$ cat config.mk
export PLATFORM = sky130hd
export DESIGN_NAME = sync_fifo_ram
export DESIGN_NICKNAME = d
export VERILOG_FILES = /design/src/rtl/sync_fifo_ram.sv
export SDC_FILE = /design/constraint.sdc
export NUM_CORES = 2
export LEC_CHECK = 0
export CORE_ASPECT_RATIO = 1.4
export CORE_MARGIN = 2
export CORE_UTILIZATION = 54
export CTS_CLUSTER_SIZE = 12
export DETAILED_ROUTE_END_ITERATION = 12
export PLACE_DENSITY = 0.77
export SLEW_MARGIN = 20
export SYNTH_ARGS = -nofsm -noshare
export SYNTH_HDL_FRONTEND = slang
export SYNTH_SLANG_ARGS = --single-unit
$ cat constraint.sdc
create_clock -name clk -period 4.7 [get_ports clk]
set_input_delay 0.94 -clock clk [delete_from_list [all_inputs] [get_ports clk]]
set_output_delay 0.94 -clock clk [all_outputs]
set_load 0.005 [all_outputs]
$ cat src/rtl/sync_fifo_ram.sv
// Single-clock FIFO on an inferred simple dual-port RAM with occupancy thresholds,
// optional first-word-fall-through output, synchronous flush and sticky error flags.
module sync_fifo_ram #(
    parameter int unsigned DWIDTH   = 8,
    parameter int unsigned AWIDTH   = 8,
    parameter int unsigned FWFT     = 0,
    parameter int unsigned AF_LEVEL = (1 << AWIDTH) - 2,
    parameter int unsigned AE_LEVEL = 2
) (
    input  logic              clk,
    input  logic              rst_n,
    input  logic              flush,
    input  logic              wr_en,
    input  logic [DWIDTH-1:0] wr_data,
    input  logic              rd_en,
    output logic [DWIDTH-1:0] rd_data,
    output logic              rd_valid,
    output logic              full,
    output logic              empty,
    output logic              almost_full,
    output logic              almost_empty,
    output logic [AWIDTH:0]   count,
    output logic              overflow,
    output logic              underflow,
    input  logic              clr_err
);

    localparam int unsigned     DEPTH     = 1 << AWIDTH;
    localparam logic [AWIDTH:0] DEPTH_CNT = (AWIDTH + 1)'(DEPTH);
    localparam logic [AWIDTH:0] AF_CNT    = (AWIDTH + 1)'(AF_LEVEL);
    localparam logic [AWIDTH:0] AE_CNT    = (AWIDTH + 1)'(AE_LEVEL);
    localparam logic [AWIDTH:0] ONE       = (AWIDTH + 1)'(1);

    logic [DWIDTH-1:0] mem [DEPTH];

    logic [AWIDTH:0]   wr_ptr_q, rd_ptr_q, count_q;
    logic [DWIDTH-1:0] mid_data_q, rd_data_q;
    logic              mid_valid_q, rd_valid_q, overflow_q, underflow_q;

    logic              full_c, empty_c, wr_acc, rd_acc, ovf_evt, unf_evt;
    logic              ram_rd, out_load;
    logic [AWIDTH:0]   ram_level;

    always_comb begin
        full_c    = (count_q == DEPTH_CNT);
        empty_c   = (FWFT != 0) ? !rd_valid_q : (count_q == '0);
        wr_acc    = wr_en && !full_c && !flush;
        rd_acc    = rd_en && !empty_c && !flush;
        ovf_evt   = wr_en && full_c && !flush;
        unf_evt   = rd_en && empty_c && !flush;
        ram_level = wr_ptr_q - rd_ptr_q;
        out_load  = 1'b0;
        ram_rd    = rd_acc;
        if (FWFT != 0) begin
            // Greedy two-stage prefetch: RAM -> mid -> output, refilled whenever a slot frees up.
            out_load = !flush && mid_valid_q && (!rd_valid_q || rd_acc);
            ram_rd   = !flush && (ram_level != '0) && (!mid_valid_q || out_load);
        end
    end

    always_ff @(posedge clk) begin
        if (wr_acc) begin
            mem[wr_ptr_q[AWIDTH-1:0]] <= wr_data;
        end
    end

    always_ff @(posedge clk) begin
        if (ram_rd && (FWFT != 0)) begin
            mid_data_q <= mem[rd_ptr_q[AWIDTH-1:0]];
        end
    end

    always_ff @(posedge clk or negedge rst_n) begin
        if (!rst_n) begin
            wr_ptr_q    <= '0;
            rd_ptr_q    <= '0;
            count_q     <= '0;
            mid_valid_q <= 1'b0;
            rd_valid_q  <= 1'b0;
            rd_data_q   <= '0;
            overflow_q  <= 1'b0;
            underflow_q <= 1'b0;
        end else begin
            // A fresh error in the same cycle as clr_err keeps the flag set.
            overflow_q  <= ovf_evt || (overflow_q && !clr_err);
            underflow_q <= unf_evt || (underflow_q && !clr_err);
            if (flush) begin
                wr_ptr_q    <= '0;
                rd_ptr_q    <= '0;
                count_q     <= '0;
                mid_valid_q <= 1'b0;
                rd_valid_q  <= 1'b0;
            end else begin
                if (wr_acc) begin
                    wr_ptr_q <= wr_ptr_q + ONE;
                end
                if (ram_rd) begin
                    rd_ptr_q <= rd_ptr_q + ONE;
                end
                if (wr_acc && !rd_acc) begin
                    count_q <= count_q + ONE;
                end else if (rd_acc && !wr_acc) begin
                    count_q <= count_q - ONE;
                end
                if (FWFT != 0) begin
                    if (ram_rd) begin
                        mid_valid_q <= 1'b1;
                    end else if (out_load) begin
                        mid_valid_q <= 1'b0;
                    end
                    if (out_load) begin
                        rd_data_q  <= mid_data_q;
                        rd_valid_q <= 1'b1;
                    end else if (rd_acc) begin
                        rd_valid_q <= 1'b0;
                    end
                end else begin
                    rd_valid_q <= rd_acc;
                    if (rd_acc) begin
                        rd_data_q <= mem[rd_ptr_q[AWIDTH-1:0]];
                    end
                end
            end
        end
    end

    assign rd_data      = rd_data_q;
    assign rd_valid     = rd_valid_q;
    assign count        = count_q;
    assign full         = full_c;
    assign empty        = empty_c;
    assign almost_full  = (count_q >= AF_CNT);
    assign almost_empty = (count_q <= AE_CNT);
    assign overflow     = overflow_q;
    assign underflow    = underflow_q;

endmodule

==> flow_summary.toml <==
[sta]
clock.fmax_mhz = 239
fin_skew_ns = 0.0538
slew_headroom = 0.161
fin_crit_sh = 0.890
rsz0062_at_grt = "false"
final-hold-violation-count = 0
setup_slack_ns = 0.518
finalSetupViolCount = 0
worstMarginPinSlew_ns = 1.24
holdWs_ns = 0.106
period_minus_slack_ns = 4.18
setup_tns_ns = 0
maxSlewViolCount = 0

[flow_run]
maxCapViolCount = 0

[grt]
grt_max_degree = 129
grt_pass1_vias = 41551
antenna_found_initial = 5
grt_usage = 0.256
grt_overflow = 0
grt_pass1_wl_um = 286000

[power]
p_sw_w = 0.0102
power_per_cell_area_nw_per_um2 = 464
static-leakage-power_nw = 26.8
comb_power_share = 0.159
swShare = 0.245
seqPwrFrac = 0.501
p_int_w = 0.0313
ir_drop_v = 0.000363
pwr-share-clk = 0.340

[clocking]
cts_buffers = 193
post_cts_buffers = 0
clock-root-buffer = "clkbuf_16"
cts.sinks = 2084
holdBufCountCts = 0
cts_resized = 0
cts_tree = "built"
cts.path.max_buffers = 3
clock_latency_ns = 0.86
clk_pin_slew_ns = 0.06
htreeDepth = 4

[drt]
wl_per_cell_um = 32.0
wl_um = 196000
vias_per_cell = 6.60
drtIter0Drc = 5097
drt_first_pass_iters = 6
drc = 0
ant_nets = 0
vias = 40522

[die]
dieArea_um2 = 154000
chipHeight_um = 463
ios = 38
core_area_um2 = 150000
start_util = 0.544
rows = 168
die_w_um = 332

[critical_path]
crit_chain = "nand3_2 > buf_4 > o221ai_1 > a211oi_1 > a211oi_1 > nand3_1 > o211ai_1"
ff2ff_path_depth = 7
r2r_end = "rd_data[1]$_DFFE_PN0P_"
crit_fanout = 34
arrival_ns = 4.94
start_kind = "flip-flop"
crit_type = "reg -> reg"
r2r-start = "rd_ptr_q[0]$_DFFE_PN0P_"
crit_top_cell = "a211oi_1"
r2r_slack_ns = 0.52
worstPathRequired_ns = 5.46
end_kind = "flip-flop"
slowest_stage = "dfrtp_4"
cp_slowest_stage_delay_ns = 0.96

[synthesis]
yosysMostFrequentCell = "edfxtp_1"
synth_edf_count = 2048
syn_inst = 3998
yosys_register_bits = 2084
yosysTopAreaCell = "edfxtp_1"
avgSynthCellArea_um2 = 20.3
ys_types = 61
synth_area_leaders = "edfxtp_1 76%, mux4_2 11%, mux2i_1 3.5%, nor2_1 1.4%, dfrtp_1 1.1%"
postSynth.asyncResetShare = 0.0173
synth_nets = 4026
synth_top_flop_cell = "edfxtp_1"
synth_top_area_share = 0.756
ys_warn_count = 0
syn-cell-area_um2 = 81400
synth_commonest_cells = "2048 x edfxtp_1, 401 x mux4_2, 301 x nor2_1"
seq_area_frac_synth = 0.767

[final_layout]
final-instance-count-excl-fill = 6136
design_area_um2 = 89300
nNetsFinal = 4128
drive_above_1_share = 0.183
area_growth_pct = 9.80

[run_status]
status = "finished, final reports clean"

[placement]
dp_hpwl_um = 121000
place_area_um2 = 83900
place_inst = 5860
gp_congestion = 0.934
dp_slack_ns = 0.353
port_buffers = 37

[hold_path]
min-delay-path-class = "in -> async"
## registers in the layout, indices dropped and copies added (netlist names)
signal and count:
mem 2048, underflow 1, rd_ptr_q 8, rd_data 8, rd_valid 1, overflow 1, count 9, wr_ptr_q 8
## area by class of cell
type / instances / area [um2]
Timing Repair Buffer: 161 / 1550
Multi-Input combinational cell: 1645 / 17400
Inverter: 15 / 56.3
Tap cell: 1955 / 2450
Sequential cell: 2084 / 62400
Clock buffer: 258 / 5160
Clock inverter: 16 / 245
Antenna cell: 2 / 5.00
Fill cell: 10159 / 60300
## cells by family (layout without fill, tap and decap cells)
family | after synthesis | after routing | synth area share
flip-flops | 2084 | 2084 | 0.767
multiplexers | 688 | 688 | 0.146
AND/OR/NAND/NOR | 533 | 533 | 0.0290
AO/OA/AOI/OAI | 393 | 393 | 0.0346
buffers and inverters | 269 | 450 | 0.0190
XOR/XNOR | 17 | 17 | 0.00183
adder cells (fa/ha/maj) | 14 | 14 | 0.00225
other | 0 | 2 | 0
## cells in the final DEF, fill, tap and decap left out, types with 15 or more instances in the layout
cell and n:
edfxtp_1 2048, mux4_2 401, nor2_1 300, mux2i_1 287
clkbuf_16 196, buf_4 107, nand2_1 83, a22oi_1 73
o22ai_1 73, a211oi_1 66, clkbuf_1 60, nand3_1 53
a21oi_1 46, o221ai_1 39, dfrtp_1 32, clkdlybuf4s50_1 27
o21ai_0 24, a22o_1 24, buf_12 18, nand4_1 17
inv_1 15, o211ai_1 15
## per-stage QoR
stage                     utilization  power (W)
after detailed placement        0.561     0.0277
after CTS                       0.597     0.0416
final                           0.597     0.0414
after global routing            0.597     0.0425
after global placement          0.561     0.0277
after floorplan                     -     0.0259
## per-layer routing
layer / track usage / wire (um) / up-vias
li1: - / - / 16609
met1: 0.314 / 66900 / 21050
met2: 0.433 / 100000 / 2329
met3: 0.0464 / 17200 / 530
met4: 0.144 / 11800 / 4
met5: 0 / 23 / -
## power groups by stage
stage	clock, W	combinational, W	sequential (W)
after floorplan	0	0.00497	0.0209
final	0.0141	0.00658	0.0208
after global placement	0	0.00654	0.0211
after detailed placement	0	0.00659	0.0211
after global routing	0.0148	0.00693	0.0208
after CTS	0.0142	0.00664	0.0208
## how the worst max path moves through the flow
stage	start	end	slack [ns]
6_report	rd_ptr_q[0]$_DFFE_PN0P_	rd_data[1]$_DFFE_PN0P_	0.52
5_1_grt	rd_ptr_q[0]$_DFFE_PN0P_	rd_data[1]$_DFFE_PN0P_	0.60
4_1_cts	rd_ptr_q[0]$_DFFE_PN0P_	rd_data[1]$_DFFE_PN0P_	0.66
3_5_place_dp	rd_en	rd_data[1]$_DFFE_PN0P_	0.35
3_3_place_gp	rd_en	rd_data[1]$_DFFE_PN0P_	0.35
2_1_floorplan	flush	count[8]$_DFFE_PN0P_	1.46
## critical path, delay by kind of cell, from the launching register on
family	cells	cell delay (ns)
simple gates	2	1.32
buf+inv	1	0.48
compound gates	4	1.29
flops	1	0.96
Note: power is estimated with default switching activity, not from simulation.
